File: src/rtl/load_store_unit_if.sv
// CPU request/response handshake plus data-memory port of the load/store unit.
// The slave modport is the unit; the master modport is the CPU/memory environment.
interface load_store_unit_if #(
    parameter int DATA_WIDTH = 32
);
    logic                  req_valid_i;
    logic                  req_ready_o;
    logic                  req_we_i;
    logic [1:0]            req_size_i;
    logic                  req_unsigned_i;
    logic [DATA_WIDTH-1:0] req_addr_i;
    logic [DATA_WIDTH-1:0] req_wdata_i;
    logic                  resp_valid_o;
    logic                  resp_err_o;
    logic [DATA_WIDTH-1:0] resp_rdata_o;
    logic                  Mem_Write_o;
    logic                  Mem_Read_o;
    logic [DATA_WIDTH-1:0] Address_o;
    logic [DATA_WIDTH-1:0] Write_Data_o;
    logic [DATA_WIDTH-1:0] Read_Data_i;

    modport slave (
        input  req_valid_i, req_we_i, req_size_i, req_unsigned_i, req_addr_i, req_wdata_i,
               Read_Data_i,
        output req_ready_o, resp_valid_o, resp_err_o, resp_rdata_o,
               Mem_Write_o, Mem_Read_o, Address_o, Write_Data_o
    );

    modport master (
        output req_valid_i, req_we_i, req_size_i, req_unsigned_i, req_addr_i, req_wdata_i,
               Read_Data_i,
        input  req_ready_o, resp_valid_o, resp_err_o, resp_rdata_o,
               Mem_Write_o, Mem_Read_o, Address_o, Write_Data_o
    );
endinterface

File: src/rtl/load_store_unit.sv
// Single-outstanding load/store unit: sub-word stores use read-modify-write,
// loads are lane-selected little-endian and sign/zero extended.
module load_store_unit #(
    parameter int                    DATA_WIDTH   = 32,
    parameter int                    MEMORY_DEPTH = 256,
    parameter logic [DATA_WIDTH-1:0] BASE_ADDR    = DATA_WIDTH'(32'h10010000)
) (
    input  logic              clk,
    input  logic              reset,
    load_store_unit_if.slave  bus
);
    typedef enum logic [1:0] {IDLE, READ, WRITE, RESP} state_t;

    localparam logic [1:0]            SZ_BYTE = 2'b00;
    localparam logic [1:0]            SZ_HALF = 2'b01;
    localparam logic [1:0]            SZ_WORD = 2'b10;
    localparam logic [DATA_WIDTH:0]   SPAN    = (DATA_WIDTH+1)'(4 * MEMORY_DEPTH);

    state_t                state_q, state_d;
    logic                  we_q, uns_q, err_q;
    logic [1:0]            size_q;
    logic [DATA_WIDTH-1:0] addr_q, wdata_q, word_q;

    logic                  accept, fault, in_range;
    logic [DATA_WIDTH-1:0] offset, aligned, lane_mask, merged, store_word, lane, load_data;
    logic [4:0]            sh;

    assign accept   = bus.req_valid_i & bus.req_ready_o;
    assign offset   = bus.req_addr_i - BASE_ADDR;
    assign in_range = (bus.req_addr_i >= BASE_ADDR) && ({1'b0, offset} < SPAN);

    always_comb begin
        fault = 1'b0;
        case (bus.req_size_i)
            SZ_BYTE: fault = 1'b0;
            SZ_HALF: fault = bus.req_addr_i[0];
            SZ_WORD: fault = |bus.req_addr_i[1:0];
            default: fault = 1'b1;
        endcase
        if (!in_range) fault = 1'b1;
    end

    // Lane shift in bits: half lanes follow addr[1], byte lanes addr[1:0].
    assign sh         = (size_q == SZ_HALF) ? {addr_q[1], 4'b0000} : {addr_q[1:0], 3'b000};
    assign aligned    = {addr_q[DATA_WIDTH-1:2], 2'b00};
    assign lane_mask  = (size_q == SZ_BYTE) ? DATA_WIDTH'(8'hFF) : DATA_WIDTH'(16'hFFFF);
    assign merged     = (word_q & ~(lane_mask << sh)) | ((wdata_q & lane_mask) << sh);
    assign store_word = (size_q == SZ_WORD) ? wdata_q : merged;
    assign lane       = word_q >> sh;

    always_comb begin
        load_data = word_q;
        if (size_q == SZ_BYTE)
            load_data = {{(DATA_WIDTH-8){~uns_q & lane[7]}}, lane[7:0]};
        else if (size_q == SZ_HALF)
            load_data = {{(DATA_WIDTH-16){~uns_q & lane[15]}}, lane[15:0]};
    end

    always_ff @(posedge clk or posedge reset) begin
        if (reset) begin
            state_q <= IDLE;
            we_q    <= 1'b0;
            uns_q   <= 1'b0;
            err_q   <= 1'b0;
            size_q  <= 2'b00;
            addr_q  <= '0;
            wdata_q <= '0;
            word_q  <= '0;
        end else begin
            state_q <= state_d;
            if (accept) begin
                we_q    <= bus.req_we_i;
                uns_q   <= bus.req_unsigned_i;
                size_q  <= bus.req_size_i;
                addr_q  <= bus.req_addr_i;
                wdata_q <= bus.req_wdata_i;
                err_q   <= fault;
            end
            if (state_q == READ) word_q <= bus.Read_Data_i;
        end
    end

    always_comb begin
        state_d          = state_q;
        bus.req_ready_o  = (state_q == IDLE) & ~reset;
        bus.resp_valid_o = 1'b0;
        bus.resp_err_o   = 1'b0;
        bus.resp_rdata_o = '0;
        bus.Mem_Write_o  = 1'b0;
        bus.Mem_Read_o   = 1'b0;
        bus.Address_o    = '0;
        bus.Write_Data_o = '0;
        case (state_q)
            IDLE: begin
                if (accept) begin
                    if (fault)
                        state_d = RESP;
                    else if (bus.req_we_i && bus.req_size_i == SZ_WORD)
                        state_d = WRITE;
                    else
                        state_d = READ;
                end
            end
            READ: begin
                bus.Mem_Read_o = 1'b1;
                bus.Address_o  = aligned;
                state_d        = we_q ? WRITE : RESP;
            end
            WRITE: begin
                bus.Mem_Write_o  = 1'b1;
                bus.Address_o    = aligned;
                bus.Write_Data_o = store_word;
                state_d          = RESP;
            end
            RESP: begin
                bus.resp_valid_o = 1'b1;
                bus.resp_err_o   = err_q;
                bus.resp_rdata_o = (err_q || we_q) ? '0 : load_data;
                state_d          = IDLE;
            end
            default: state_d = IDLE;
        endcase
    end
endmodule
File: src/flat_wrapper.sv
// flat-port wrapper written by rule: the top's interface ports become plain ports
module load_store_unit_flat 
#(
    parameter int                    DATA_WIDTH   = 32,
    parameter int                    MEMORY_DEPTH = 256,
    parameter logic [DATA_WIDTH-1:0] BASE_ADDR    = DATA_WIDTH'(32'h10010000)
)
  (clk, reset, bus_req_valid_i, bus_req_we_i, bus_req_size_i, bus_req_unsigned_i, bus_req_addr_i, bus_req_wdata_i, bus_Read_Data_i, bus_req_ready_o, bus_resp_valid_o, bus_resp_err_o, bus_resp_rdata_o, bus_Mem_Write_o, bus_Mem_Read_o, bus_Address_o, bus_Write_Data_o);
  load_store_unit_if #(.DATA_WIDTH(DATA_WIDTH)) bus_i ();
  input  logic clk;
  input  logic reset;
  input wire logic [$bits(bus_i.req_valid_i)-1:0] bus_req_valid_i;
  input wire logic [$bits(bus_i.req_we_i)-1:0] bus_req_we_i;
  input wire logic [$bits(bus_i.req_size_i)-1:0] bus_req_size_i;
  input wire logic [$bits(bus_i.req_unsigned_i)-1:0] bus_req_unsigned_i;
  input wire logic [$bits(bus_i.req_addr_i)-1:0] bus_req_addr_i;
  input wire logic [$bits(bus_i.req_wdata_i)-1:0] bus_req_wdata_i;
  input wire logic [$bits(bus_i.Read_Data_i)-1:0] bus_Read_Data_i;
  output wire logic [$bits(bus_i.req_ready_o)-1:0] bus_req_ready_o;
  output wire logic [$bits(bus_i.resp_valid_o)-1:0] bus_resp_valid_o;
  output wire logic [$bits(bus_i.resp_err_o)-1:0] bus_resp_err_o;
  output wire logic [$bits(bus_i.resp_rdata_o)-1:0] bus_resp_rdata_o;
  output wire logic [$bits(bus_i.Mem_Write_o)-1:0] bus_Mem_Write_o;
  output wire logic [$bits(bus_i.Mem_Read_o)-1:0] bus_Mem_Read_o;
  output wire logic [$bits(bus_i.Address_o)-1:0] bus_Address_o;
  output wire logic [$bits(bus_i.Write_Data_o)-1:0] bus_Write_Data_o;
  assign bus_i.req_valid_i = bus_req_valid_i;
  assign bus_i.req_we_i = bus_req_we_i;
  assign bus_i.req_size_i = bus_req_size_i;
  assign bus_i.req_unsigned_i = bus_req_unsigned_i;
  assign bus_i.req_addr_i = bus_req_addr_i;
  assign bus_i.req_wdata_i = bus_req_wdata_i;
  assign bus_i.Read_Data_i = bus_Read_Data_i;
  assign bus_req_ready_o = bus_i.req_ready_o;
  assign bus_resp_valid_o = bus_i.resp_valid_o;
  assign bus_resp_err_o = bus_i.resp_err_o;
  assign bus_resp_rdata_o = bus_i.resp_rdata_o;
  assign bus_Mem_Write_o = bus_i.Mem_Write_o;
  assign bus_Mem_Read_o = bus_i.Mem_Read_o;
  assign bus_Address_o = bus_i.Address_o;
  assign bus_Write_Data_o = bus_i.Write_Data_o;
  load_store_unit #(.DATA_WIDTH(DATA_WIDTH), .MEMORY_DEPTH(MEMORY_DEPTH), .BASE_ADDR(BASE_ADDR)) u_core (.clk(clk), .reset(reset), .bus(bus_i));
endmodule
File: config.mk
export PLATFORM = sky130hd
export DESIGN_NAME = load_store_unit_flat
export DESIGN_NICKNAME = d
export VERILOG_FILES = /design/src/rtl/load_store_unit_if.sv /design/src/rtl/load_store_unit.sv /design/src/flat_wrapper.sv
export SDC_FILE = /design/constraint.sdc
export NUM_CORES = 1
export LEC_CHECK = 0
export CAP_MARGIN = 0
export CORE_MARGIN = 5
export CORE_UTILIZATION = 48
export DETAILED_ROUTE_END_ITERATION = 16
export PLACE_DENSITY = 0.84
export SLEW_MARGIN = 25
export SYNTH_ARGS = -nofsm -noshare
export SYNTH_HDL_FRONTEND = slang
export SYNTH_SLANG_ARGS = --single-unit
File: constraint.sdc
create_clock -name clk -period 10.5 [get_ports clk]
set_input_delay 2.1 -clock clk [delete_from_list [all_inputs] [get_ports clk]]
set_output_delay 2.1 -clock clk [all_outputs]
set_load 0.02 [all_outputs]
Word level (Yosys, flattened, before mapping)
Cells that the tools add are included.
W data, S select, Z words.

operators by class
  shifts and indexed selects = 3
  muxes and demuxes = 20
  reduce and logical (&&, ||, !) cells = 8
  add/subtract/negate cells = 1
  $lt $le $gt $ge = 2
  bitwise gates (word level) = 10
  equal/unequal tests = 8

operator list
  operator                  number
  $mux W32                  7
  $and A32 B32 Y32          2
  $ge A32 B29 Y1 const B    1
  $lt A32 B11 Y1 const B    1
  $not A32 Y32              1
  $or A32 B32 Y32           1
  $shl A16 B5 Y32           1
  $shl A32 B5 Y32           1
  $shr A32 B5 Y16           1
  $sub A32 B29 Y32 const B  1
  $mux W16                  1
  $eq A2 B2 Y1 const B      4
  $pmux W2 S4               1
  $eq A2 B1 Y1 const B      3
  $logic_not A2 Y1          3
  $mux W1                   6
  $mux W2                   3
  $and A1 B1 Y1             4
  $mux W4                   1
  $reduce_or A2 Y1          2
  $pmux W1 S3               1
  $logic_and A1 B1 Y1       2
  $ne A2 B1 Y1 const B      1
  $not A1 Y1                2
  $logic_or A1 B1 Y1        1

word-level totals
  output and inout port bits = 101
  word-level logic and storage cells = 60
  bits in registers = 103
  input port bits = 103

Longest topological paths before layout
  word-level depth = 8
  mapped depth = 8
  gate-level depth less buffers = 6

Least setup slack after synthesis
No wires, ideal clock.

  kind = input -> output
  from = in reset
  to = out bus_req_ready_o
  cell stages on the path = 1
  slack = 5.976 ns
  path buffers = 0
  data arrival time = 2.424 ns
  required time = 8.400 ns
  path through = nor2b_1

between the ends
  longest elaborated chain between the ends = 2

RTL lines
  item                RTL line               source
  start: declaration  flat_wrapper.sv:11     input logic reset;
  $not A1 Y1          load_store_unit.sv:85  bus.req_ready_o = (state_q == IDLE) & ~reset;
  $and A1 B1 Y1       load_store_unit.sv:85
  end: declaration    flat_wrapper.sv:19     output wire logic [$bits(bus_i.req_ready_o)-1:0] bus_req_ready_o;

Every way passes these cells.

Worst setup path in the final report
  from = reg u_core.size_q[0]
  to = out bus_resp_rdata_o[11]

between the ends
  longest elaborated chain between the ends = 7
  elaborated cells between the ends (all ways) = 9
  those cells by class = eq/ne (1); shift (1); mux (5); bitwise (1); reduce/logical (1)

RTL lines
  item                                              RTL line                                      source
  start: declaration                                load_store_unit.sv:21                         logic [1:0] size_q;
  start signal: assignment                          load_store_unit.sv:74                         size_q <= bus.req_size_i;
  $eq A2 B1 Y1                                      load_store_unit.sv:44, load_store_unit.sv:55
  $mux W4                                           load_store_unit.sv:44                         assign sh = (size_q == SZ_HALF) ? {addr_q[1], 4'b0000} : {addr_q[1:0], 3'b000};
  $shr A32 B5 Y16                                   load_store_unit.sv:49                         assign lane = word_q >> sh;
  $mux W32 / $and A1 B1 Y1 (equally long branches)  load_store_unit.sv:55, load_store_unit.sv:54
  $mux W32 (*)                                      load_store_unit.sv:53                         if (size_q == SZ_BYTE)
  $mux W32 (*)                                      load_store_unit.sv:118                        bus.resp_rdata_o = (err_q || we_q) ? '0 : load_data;
  $mux W32 (*)                                      load_store_unit.sv:93                         case (state_q)
  end: declaration                                  flat_wrapper.sv:22                            output wire logic [$bits(bus_i.resp_rdata_o)-1:0] bus_resp_rdata_o;

Every way passes the cells marked *; elsewhere a longest branch is shown, timed or not.

==> flow_summary_export.csv <==
group,metric,value,unit
status,status,"finished clean",
timing,slew_headroom,37.5,%
synth,synth-warning-count,0,
synth,syn_inst,589,
worst_hold_path,min_to,"u_core.addr_q[27]$_DFFE_PP0P_",
global_routing,first_global_vias,5321,
die,dieArea,14900,um2
die,fp.dieW,122,um
timing,setup-tns-final,0,ns
synth,synth_top_cell_area_share,42.7,%
cts,cts_root_buf,"clkbuf_16",
synth,netlist_area,6030,um2
timing,fin_skew,0.0101,ns
pwr,powerDensity,332,nW/um2
layout,multi_input_area,3200,um2
layout,seq_area,2580,um2
setup_path,timing.rr.end,"u_core.wdata_q[27]$_DFFE_PP0P_",
cts,clock_latency,0.34,ns
synth,synth-edff-count,0,
timing,hold_viol,0,
place,port_buffers,201,
timing,setup_viol,0,
timing,period_share,55.1,%
timing,rsz0062_at_grt,"no",
cts,cts_setup_buffers,0,
setup_path,crit_arrival,3.68,ns
cts,cts_hold_buf,0,
setup_path,r2r.worst_path.cells,6,
drt,vias,5449,
setup_path,rrSetupSlack,8.17,ns
pwr,ir_worst_vdd,0.000212,V
die,pin_count,204,
synth,syn_area_per_cell,10.2,um2
setup_path,path_class,"flop to primary output",
setup_path,endpoint_kind,"primary output",
place,gp_congestion,0.934,
global_routing,antenna_found_initial,0,
die,initial_core_util,48.4,%
synth,async_flop_share,100,%
cts,cts_buffers,9,
layout,nFillCells,982,
synth,synthTopCellsByArea,"dfrtp_1 (43%), mux2_2 (20%), o211ai_1 (4.0%)",
synth,synth.distinct_cells,47,
pwr,switching_share,44.7,%
layout,diodes,0,
layout,layout-area-overhead-vs-synth,38.4,%
worst_hold_path,hp-start,"u_core.addr_q[27]$_DFFE_PP0P_",
setup_path,path_max_fanout,24,
worst_hold_path,hold_class,"flop to flop",
die,coreArea,12500,um2
worst_hold_path,hold_depth,1,
setup_path,r2r-start,"u_core.state_q[1]$_DFFE_PP0P_",
pwr,internal_power,1.53,mW
drt,wl_per_cell,20.3,um
pwr,power.net_switching,1.24,mW
run,max-cap-violations,0,
synth,ys.flop_type,"dfrtp_1",
timing,slew_violations,0,
layout,utilization,67.0,%
pwr,seqPwrFrac,31.3,%
drt,drt_iter0_markers,429,
cts,cts_resized,0,
cts,cts_max_path_buffers,2,
pwr,clkPwrFrac,11.4,%
layout,fin_nets,863,
cts,cts_tree,"yes",
timing,period_minus_slack,5.78,ns
setup_path,cp-start-kind,"flop",
drt,finalWirelength,19.0,mm
global_routing,grt_pass1_wl,29.1,mm
global_routing,overflow,0,
cts,cts_max_level,3,
place,dpl.hpwl,14.3,mm
die,die_h,122,um
pwr,p_leak,3.39,nW
cts,clk_pin_slew,0.07,ns
synth,ys_ff_latch,103,
synth,yosysTopAreaCell,"dfrtp_1",
timing,tightest_slew,0.937,ns
timing,max_freq,173,MHz
layout,drive_above_1_share,17.9,%
synth,ys_seq_area_share,42.7,%
drt,drc,0,
drt,firstDrtPassIters,7,
global_routing,grt_usage,25.0,%
cts,cts.sinks,103,
global_routing,grt_start_max_net_pins,75,
drt,ant_nets,0,
drt,vias_per_cell,5.85,
die,core.rowCount,41,
setup_path,worstPathRequired,8.40,ns
pwr,combPwrFrac,57.3,%
## synth_stat cells (8+ instances only)
| cell | instances |
|---|---|
| a211oi_1 | 10 |
| a21boi_0 | 8 |
| a21oi_1 | 19 |
| a221oi_1 | 9 |
| a222oi_1 | 8 |
| and2_1 | 33 |
| clkbuf_1 | 36 |
| dfrtp_1 | 103 |
| inv_1 | 9 |
| mux2_2 | 105 |
| nand2_1 | 49 |
| nor2_1 | 38 |
| o211a_1 | 16 |
| o211ai_1 | 32 |
| o21ai_0 | 39 |
| o22ai_1 | 8 |
## registers in the layout, summed over array words and instances, names as in the netlist
register / count
u_core.we_q: 1
u_core.size_q: 2
u_core.state_q: 2
u_core.addr_q: 32
u_core.err_q: 1
u_core.wdata_q: 32
u_core.uns_q: 1
u_core.word_q: 32
## worst max path at each step
stage	startpoint	endpoint	slack (ns)	cells after the start
after floorplan	reset	u_core.addr_q[0]$_DFFE_PP0P_	5.70	1
after global placement	reset	bus_req_ready_o	5.02	3
after detailed placement	u_core.addr_q[1]$_DFFE_PP0P_	bus_Write_Data_o[16]	4.90	6
after CTS	u_core.addr_q[1]$_DFFE_PP0P_	bus_Write_Data_o[16]	4.53	6
after global routing	u_core.size_q[0]$_DFFE_PP0P_	bus_resp_rdata_o[17]	4.54	6
final	u_core.size_q[0]$_DFFE_PP0P_	bus_resp_rdata_o[11]	4.72	6
## critical path, cell delays in order (launching register included)
cell and delay, ns:
dfrtp_1 0.96, nand2b_4 0.13, nand2_4 0.19, mux4_2 0.57, a211oi_4 0.78, a211oi_1 0.11, clkdlybuf4s50_1 0.60
## power by group through the flow
stage	Clock [mW]	Sequential [mW]	Combinational (mW)
floorplan	0	0.714	1.10
global placement	0	0.846	1.55
detailed placement	0	0.861	1.58
CTS	0.320	0.855	1.59
global route	0.337	0.892	1.71
finish	0.315	0.866	1.59
## through the flow
step	worst slack [ns]	power (mW)	cells	instance area, um2	hold slack [ns]
after global routing	4.54	2.94	932	8350	0.517
after global placement	5.02	2.40	916	8070	0.484
after detailed placement	4.90	2.44	916	8070	0.489
final	4.72	2.77	932	8350	0.500
after floorplan	5.70	1.82	590	6040	0.472
after CTS	4.53	2.77	932	8340	0.504
## layout by cell type (no fill, tap or decap), types with 9 or more instances in the layout
cell / n
o21ai_0: 39
dfrtp_1: 102
and2_1: 32
a211oi_1: 10
o211ai_1: 32
a221oi_1: 9
nand2_1: 49
nor2_1: 38
o211a_1: 16
clkdlybuf4s50_1: 201
clkbuf_16: 9
mux2_2: 105
a21oi_1: 19
## per-layer routing
metal	global-route usage (%)	vias up	share of wire (%)	wire length [um]
met5	0	-	0	0
met2	40.6	261	47	8870
met4	10.3	0	3.4	654
met1	31.6	2659	41	7780
met3	6.55	46	8.8	1660
li1	-	2483	-	-
## area by class of cell
class                      count  share of cell area (%)
inverter                      10                   0.480
clock buffer                  11                    2.91
timing repair buffer         205                    24.5
tap                          172                    2.58
multi-input combinational    426                    38.3
clock inverter                 5                   0.390
sequential                   103                    30.9
## logic make-up (layout without fill, tap and decap cells)
group	count (synthesis)	in the layout	share of synthesized area, %
AOI/OAI and AO/OA	159	159	18.5
xor gates and xnor gates	1	1	0.145
adders and majority gates	5	5	1.04
buffers and inverters	61	231	4.46
DFF	103	103	42.7
muxes	113	113	21.1
other	1	2	0.0622
and+or+nand+nor	146	146	11.9
No activity file was read; power rests on OpenSTA's default activity.
